$ cat src/rtl/comparador_pkg.sv
// Shared types and the bit-cell update rule for the serial LSB-first magnitude comparator.
package comparador_pkg;

    typedef enum logic [1:0] {
        REPOSO = 2'd0,
        RECIBE = 2'd1,
        FIN    = 2'd2
    } estado_t;

    localparam int N_DEF = 8;
    localparam int CNT_W = $clog2(N_DEF);

    // Returns {p, e}; a differing later bit overrides everything seen below it.
    function automatic logic [1:0] celda_update(
        input logic p,
        input logic e,
        input logic a,
        input logic b,
        input logic primero
    );
        logic [1:0] res;
        if (primero) begin
            res = {~a & b, ~(a ^ b)};
        end else if (a != b) begin
            res = {~a & b, 1'b0};
        end else begin
            res = {p, e};
        end
        return res;
    endfunction

endpackage

$ cat src/rtl/celda_serial_d_i.sv
// Combinational comparator cell: initial rule on the first bit, general recurrence afterwards.
module celda_serial_d_i
    import comparador_pkg::*;
(
    input  logic a_p,
    input  logic b_p,
    input  logic p_in,
    input  logic e_in,
    input  logic primero,
    output logic p_out,
    output logic e_out
);

    // Next running state for the current bit pair.
    always_comb begin
        {p_out, e_out} = celda_update(p_in, e_in, a_p, b_p, primero);
    end

endmodule

$ cat src/rtl/comparador_serial_d_i.sv
// Bit-serial LSB-first comparator of two N-bit words; one accepted bit pair per cycle.
module comparador_serial_d_i
    import comparador_pkg::*;
#(
    parameter int N = 8
) (
    input  logic clk,
    input  logic rst,
    input  logic inicio,
    input  logic bit_valido,
    input  logic a_p,
    input  logic b_p,
    output logic ocupado,
    output logic fin,
    output logic menor,
    output logic igual,
    output logic mayor
);

    localparam int CW = $clog2(N);
    localparam logic [CW-1:0] ULTIMO = CW'(N - 1);

    estado_t       estado;
    logic [CW-1:0] cuenta;
    logic          p;
    logic          e;
    logic          p_sig;
    logic          e_sig;
    logic          primero;

    assign primero = (cuenta == {CW{1'b0}});

    celda_serial_d_i u_celda (
        .a_p     (a_p),
        .b_p     (b_p),
        .p_in    (p),
        .e_in    (e),
        .primero (primero),
        .p_out   (p_sig),
        .e_out   (e_sig)
    );

    // Control FSM, running p/e state and registered outputs; result is latched on the last bit.
    always_ff @(posedge clk) begin
        if (rst) begin
            estado  <= REPOSO;
            cuenta  <= {CW{1'b0}};
            p       <= 1'b0;
            e       <= 1'b1;
            ocupado <= 1'b0;
            fin     <= 1'b0;
            menor   <= 1'b0;
            igual   <= 1'b0;
            mayor   <= 1'b0;
        end else begin
            fin <= 1'b0;
            case (estado)
                REPOSO, FIN: begin
                    if (inicio) begin
                        estado  <= RECIBE;
                        cuenta  <= {CW{1'b0}};
                        ocupado <= 1'b1;
                    end else begin
                        estado  <= REPOSO;
                        ocupado <= 1'b0;
                    end
                end
                RECIBE: begin
                    if (inicio) begin
                        cuenta <= {CW{1'b0}};
                    end else if (bit_valido) begin
                        p <= p_sig;
                        e <= e_sig;
                        if (cuenta == ULTIMO) begin
                            // Latch the decision straight from the cell so it shows in the FIN cycle.
                            estado  <= FIN;
                            cuenta  <= {CW{1'b0}};
                            ocupado <= 1'b0;
                            fin     <= 1'b1;
                            menor   <= p_sig;
                            igual   <= e_sig;
                            mayor   <= ~p_sig & ~e_sig;
                        end else begin
                            cuenta <= cuenta + {{(CW-1){1'b0}}, 1'b1};
                        end
                    end else begin
                        cuenta <= cuenta;
                    end
                end
                default: begin
                    estado  <= REPOSO;
                    cuenta  <= {CW{1'b0}};
                    ocupado <= 1'b0;
                end
            endcase
        end
    end

endmodule

$ cat config.mk
export PLATFORM = sky130hd
export DESIGN_NAME = comparador_serial_d_i
export DESIGN_NICKNAME = d
export VERILOG_FILES = /design/src/rtl/comparador_pkg.sv /design/src/rtl/celda_serial_d_i.sv /design/src/rtl/comparador_serial_d_i.sv
export SDC_FILE = /design/constraint.sdc
export NUM_CORES = 1
export LEC_CHECK = 0
export ABC_AREA = 0
export ABC_CLOCK_PERIOD_IN_PS = 2300
export CAP_MARGIN = 20
export CORE_AREA = 4 4 41 43
export CTS_CLUSTER_SIZE = 25
export DETAILED_ROUTE_END_ITERATION = 10
export DIE_AREA = 0 0 45 47
export GPL_TIMING_DRIVEN = 1
export PLACE_DENSITY = 0.69
export REMOVE_ABC_BUFFERS = 1
export SLEW_MARGIN = 20
export SYNTH_ARGS = -nofsm -noshare
export SYNTH_HDL_FRONTEND = slang
export SYNTH_HIERARCHICAL = 1
export SYNTH_SLANG_ARGS = --single-unit
$ cat constraint.sdc
create_clock -name clk -period 2.3 [get_ports clk]
set_clock_uncertainty 0.05 [all_clocks]
set_input_delay 0.345 -clock clk [delete_from_list [all_inputs] [get_ports clk]]
set_output_delay 0.345 -clock clk [all_outputs]
set_load 0.03 [all_outputs]
After elaboration in Yosys (flattened, before gate mapping)
Cells that the tools add are included.
W data, S select, Z words.
{ "word_totals": {"out_inout_bits": 5, "regBits": 12, "elab_cells": 55, "input_bits": 6} }
{ "classes": {"reduce_logical": 8, "bitwise_logic": 10, "add_sub_neg": 1, "eq_ne": 9, "n_mux": 18} }
{ "ops": {"columns": ["cell", "n"], "rows": [
  ["$mux W3", 4],
  ["$mux W2", 5],
  ["$ne A2 B2 Y1 const B", 4],
  ["$not A1 Y1", 7],
  ["$mux W1", 6],
  ["$pmux W3 S2", 1],
  ["$reduce_and A3 Y1", 2],
  ["$pmux W2 S2", 1],
  ["$reduce_and A4 Y1", 1],
  ["$reduce_or A4 Y1", 1],
  ["$add A3 B1 Y3 const B", 1],
  ["$eq A3 B3 Y1 const B", 1],
  ["$logic_not A3 Y1", 1],
  ["$ne A3 B3 Y1 const B", 1],
  ["$and A1 B1 Y1", 2],
  ["$eq A2 B1 Y1 const B", 1],
  ["$eq A2 B2 Y1 const B", 1],
  ["$logic_not A2 Y1", 1],
  ["$pmux W1 S2", 1],
  ["$reduce_and A2 Y1", 1],
  ["$reduce_or A2 Y1", 1],
  ["$ne A1 B1 Y1", 1],
  ["$xor A1 B1 Y1", 1]
]} }

Logic depth before layout (Yosys ltp)
{ "logic_depth": {"depth_word": 6, "ltp_mapped": 7, "ltp_nobuf": 7} }

Cells and area by module
Netlist, hierarchy kept.
{ "by_module_without_submodules": {"columns": ["mod", "instances", "seq_area_each_um2", "area_per_inst_um2", "cells_each"], "rows": [
  ["comparador_serial_d_i", 1, 220.2, 529.3, 53],
  ["celda_serial_d_i", 1, 0.0, 52.6, 5]
]} }

Worst setup path after synthesis
OpenSTA, ideal clock, no wires.
{ "synth_timing": {"path_kind": "register to register", "startpoint": "register cuenta[0]", "endpoint": "register mayor", "n_path_buf": 0, "t_required_ps": 2193, "setup_slack_ps": 749, "path_stages_with_launch": 8, "setup_ps": 57, "period_less_slack_ps": 1551, "arrival_time_ps": 1444, "path_cell_list": "dfxtp_1 -> inv_1 -> ha_1 -> nor2b_1 -> nor2b_4 -> mux2_4 -> nor3_1 -> mux2_4"} }
{ "synth_between": {"elab_chain_len": 4, "word_cells_on_any_way": 7, "cone_classes": "eq/ne (1); mux (1); bitwise (3); reduce/logical (2)"} }
{ "synth_lines": {"columns": ["item", "line_no", "source"], "rows": [
  ["start, declared", "comparador_serial_d_i.sv:24", "logic [CW-1:0] cuenta;"],
  ["start signal, assigned", "comparador_serial_d_i.sv:47", "cuenta <= {CW{1'b0}};"],
  ["start signal, assigned", "comparador_serial_d_i.sv:61", "cuenta <= {CW{1'b0}};"],
  ["start signal, assigned", "comparador_serial_d_i.sv:70", "cuenta <= {CW{1'b0}};"],
  ["$logic_not A3 Y1", "comparador_serial_d_i.sv:31", "assign primero = (cuenta == {CW{1'b0}});"],
  ["net primero", "comparador_serial_d_i.sv:29", "logic primero;"],
  ["$mux W2", "comparador_pkg.sv:22", "if (primero) begin"],
  ["net p_sig", "comparador_serial_d_i.sv:27", "logic p_sig;"],
  ["$not A1 Y1", "comparador_serial_d_i.sv:82", "mayor <= ~p_sig & ~e_sig;"],
  ["$and A1 B1 Y1", "comparador_serial_d_i.sv:82", null],
  ["end signal, assigned", "comparador_serial_d_i.sv:82", null],
  ["end, declared", "comparador_serial_d_i.sv:17", "output logic mayor"]
]} }
The timed path passes the listed nets, and every way through them passes these cells.
A chain may end at the register's enable or synchronous reset.

Worst setup path in the final report
{ "layout_timing": {"startpoint": "register ocupado", "endpoint": "output port ocupado"} }
{ "layout_rtl": {"columns": ["item", "line_no", "source"], "rows": [
  ["start, declared", "comparador_serial_d_i.sv:13", "output logic ocupado,"],
  ["start signal, assigned", "comparador_serial_d_i.sv:50", "ocupado <= 1'b0;"],
  ["start signal, assigned", "comparador_serial_d_i.sv:62", "ocupado <= 1'b1;"],
  ["start signal, assigned", "comparador_serial_d_i.sv:65", "ocupado <= 1'b0;"]
]} }
No word-level cell between the ends.

==> results.ini <==
[place]
hpwl_after_dpl_um = 760
post-place-ws_ns = 0.230
finalWeightedCongestion = 0.742
numPortBuffers = 10

[floorplan]
fp-row-count = 13
top_level_ports = 11
core_region_um2 = 1300
dieWidth_um = 45
start_util = 0.447
die_h_um = 47
die-area_um2 = 2120

[yosys]
share_of_the_synthesized_area_in_the_top_cell_type = 0.378
yosys.cell_types.count = 24
post_synthesis_async_set_or_reset_flop_share = 0
yosys_most_used_dff = dfxtp_1
seq_area_frac_synth = 0.378
synth_edf_count = 0
ys_warn_count = 6
synth_cells = 58
synth.area.top_cells = dfxtp_1 (38%), ha_1 (8.6%), mux2i_1 (6.9%)
yosys.area.top_type = dfxtp_1
synth.ff_latch_count = 11
syn-cell-area_um2 = 582
synth.avg_cell_area_um2 = 10.0

[setup_path]
worstPathCellList = clkdlybuf4s50_1
timing_worst_setup_path_type = flop to output pin
cp_arrival_ns = 1.42
critPathCaptureType = output pin
crit_buf_inv = 1
worst-endpoint-required_ns = 1.90
crit_path_start_kind = flop
critPathTopFamily = buffers and inverters
crit_fanout = 8
worst_path_largest_cell_delay_ns = 0.71
cp_slowest_cell = clkdlybuf4s50_1

[global_routing]
grt_usage = 0.117
vias_in_the_first_global_route = 410
grt_first_pass_wirelength_mm = 1.77
gr-total-overflow = 0
antenna_found_initial = 0
pin_count_of_the_biggest_net_entering_global_routing = 16

[pwr]
ir_drop_mv = 0.333
post-layout-total-power_mw = 0.373
powerDensity_nw_per_um2 = 515
total_leakage_power_nw = 0.282

[clock_tree]
h_tree_lvl_count = 1
clock_tree.root_cell = clkbuf_4
clock_tree.buffer_depth = 2
clkSlewWorstSetupHoldPaths_ns = 0.07
cts_tree = yes
clock-sinks = 11
post_cts_resize_count = 0
cts_post_setup_buffers_inserted = 0
numCtsBuffers = 3
cts-hold-fix-buffers = 0
clock_insertion_delay_at_the_later_pin_of_the_skew_report_ns = 0.27

[cells_and_area]
nets = 82
finish.utilization = 0.557
flow.area_growth_from_synthesis_pct = 24.5
ratio_of_cells_with_drive_above_1_in_the_final_layout = 0.155
n_antenna_cell = 0
layout.cells.most_common = dfxtp_1
mostFrequentLayoutCells = dfxtp_1 (11), clkdlybuf4s50_1 (10), nor2_1 (6)

[drt]
wl_per_cell_um = 11.4
drtAntennaViolNets = 0
postRouteWirelength_um = 977
drtIter0Drc = 3
first_pass_iters = 2
viasPerCell = 5.08
drt_drc = 0
total_vias_in_the_final_route = 437

[timing]
finalHoldWorstSlack_ns = 0.420
final.period_utilization = 0.790
finalHoldViolCount = 0
slew_headroom = 0.686
max_slew.worst_pin.slew_ns = 0.470
period_minus_slack_ns = 1.82
report.final.setup_viol = 0
setup_ws_ns = 0.482
max_clock_freq_mhz = 550
rsz0062_at_grt = false
timing.setup.tns_ns = 0
slew_viol_final = 0

[min_path]
hold_class = flop to flop

[run]
maxCapViolCount = 0

[status]
run_status = complete, no violations

-- final timing paths --
path / start / cells after the start / to / slack [ns]
setup / recovery: ocupado$_SDFFE_PP0P_ / 1 / ocupado / 0.48
hold / removal: cuenta[0]$_SDFFE_PP0P_ / 1 / cuenta[0]$_SDFFE_PP0P_ / 0.42
setup reg to reg: cuenta[0]$_SDFFE_PP0P_ / 7 / mayor$_SDFFE_PP0P_ / 0.63
hold reg to reg: cuenta[0]$_SDFFE_PP0P_ / 1 / cuenta[0]$_SDFFE_PP0P_ / 0.42
-- cell usage after synthesis (all sizes together), types with 2 or more instances --
master / count
nor2b: 4
mux2i: 4
inv: 3
dfxtp: 11
mux2: 2
nand3: 2
ha: 4
a21oi: 2
nor2: 6
nor3: 2
nand2b: 5
o21a: 2
-- report_power, final --
part	switching (mW)	internal, mW	total (mW)	leakage, nW
logic	0.0214	0.0246	0.0459	0.175
registers	0.00323	0.193	0.197	0.0891
clock network	0.0659	0.0644	0.130	0.0177
-- metal layers --
| metal | routed length (um) | GRT usage | up-vias |
|---|---|---|---|
| met1 | 494 | 0.150 | 197 |
| met5 | 0 | 0 | - |
| met4 | 0 | 0.0526 | 0 |
| met2 | 428 | 0.164 | 8 |
| li1 | - | - | 232 |
| met3 | 54 | 0.0613 | 0 |
-- logic make-up (layout without fill, tap and decap cells) --
group | after synthesis | after routing | synth area share
simple gates | 24 | 24 | 0.282
mux | 6 | 6 | 0.120
buf+inv | 4 | 17 | 0.0258
fa+ha+maj | 4 | 4 | 0.0860
flops | 11 | 11 | 0.378
compound gates | 9 | 9 | 0.108
-- flip-flops by register name (all words and copies together) (netlist names) --
register  count
cuenta        3
e             1
estado        1
fin           1
igual         1
mayor         1
menor         1
ocupado       1
p             1
-- area by class of cell --
class	instances	area, um^2
clock buffers	3	22.5
flip-flops and latches	11	220
repair buffers	10	100
clock inverters	1	5.00
fillers	121	577
inverters	3	11.3
well taps	15	18.8
multi-input cells	43	347
-- metrics by stage --
stage	area, um^2	cells
finish	724	86
global route	724	86
CTS	724	86
detailed placement	697	82
global placement	697	82
floorplan	578	57
Note: power is estimated with default switching activity, not from simulation.
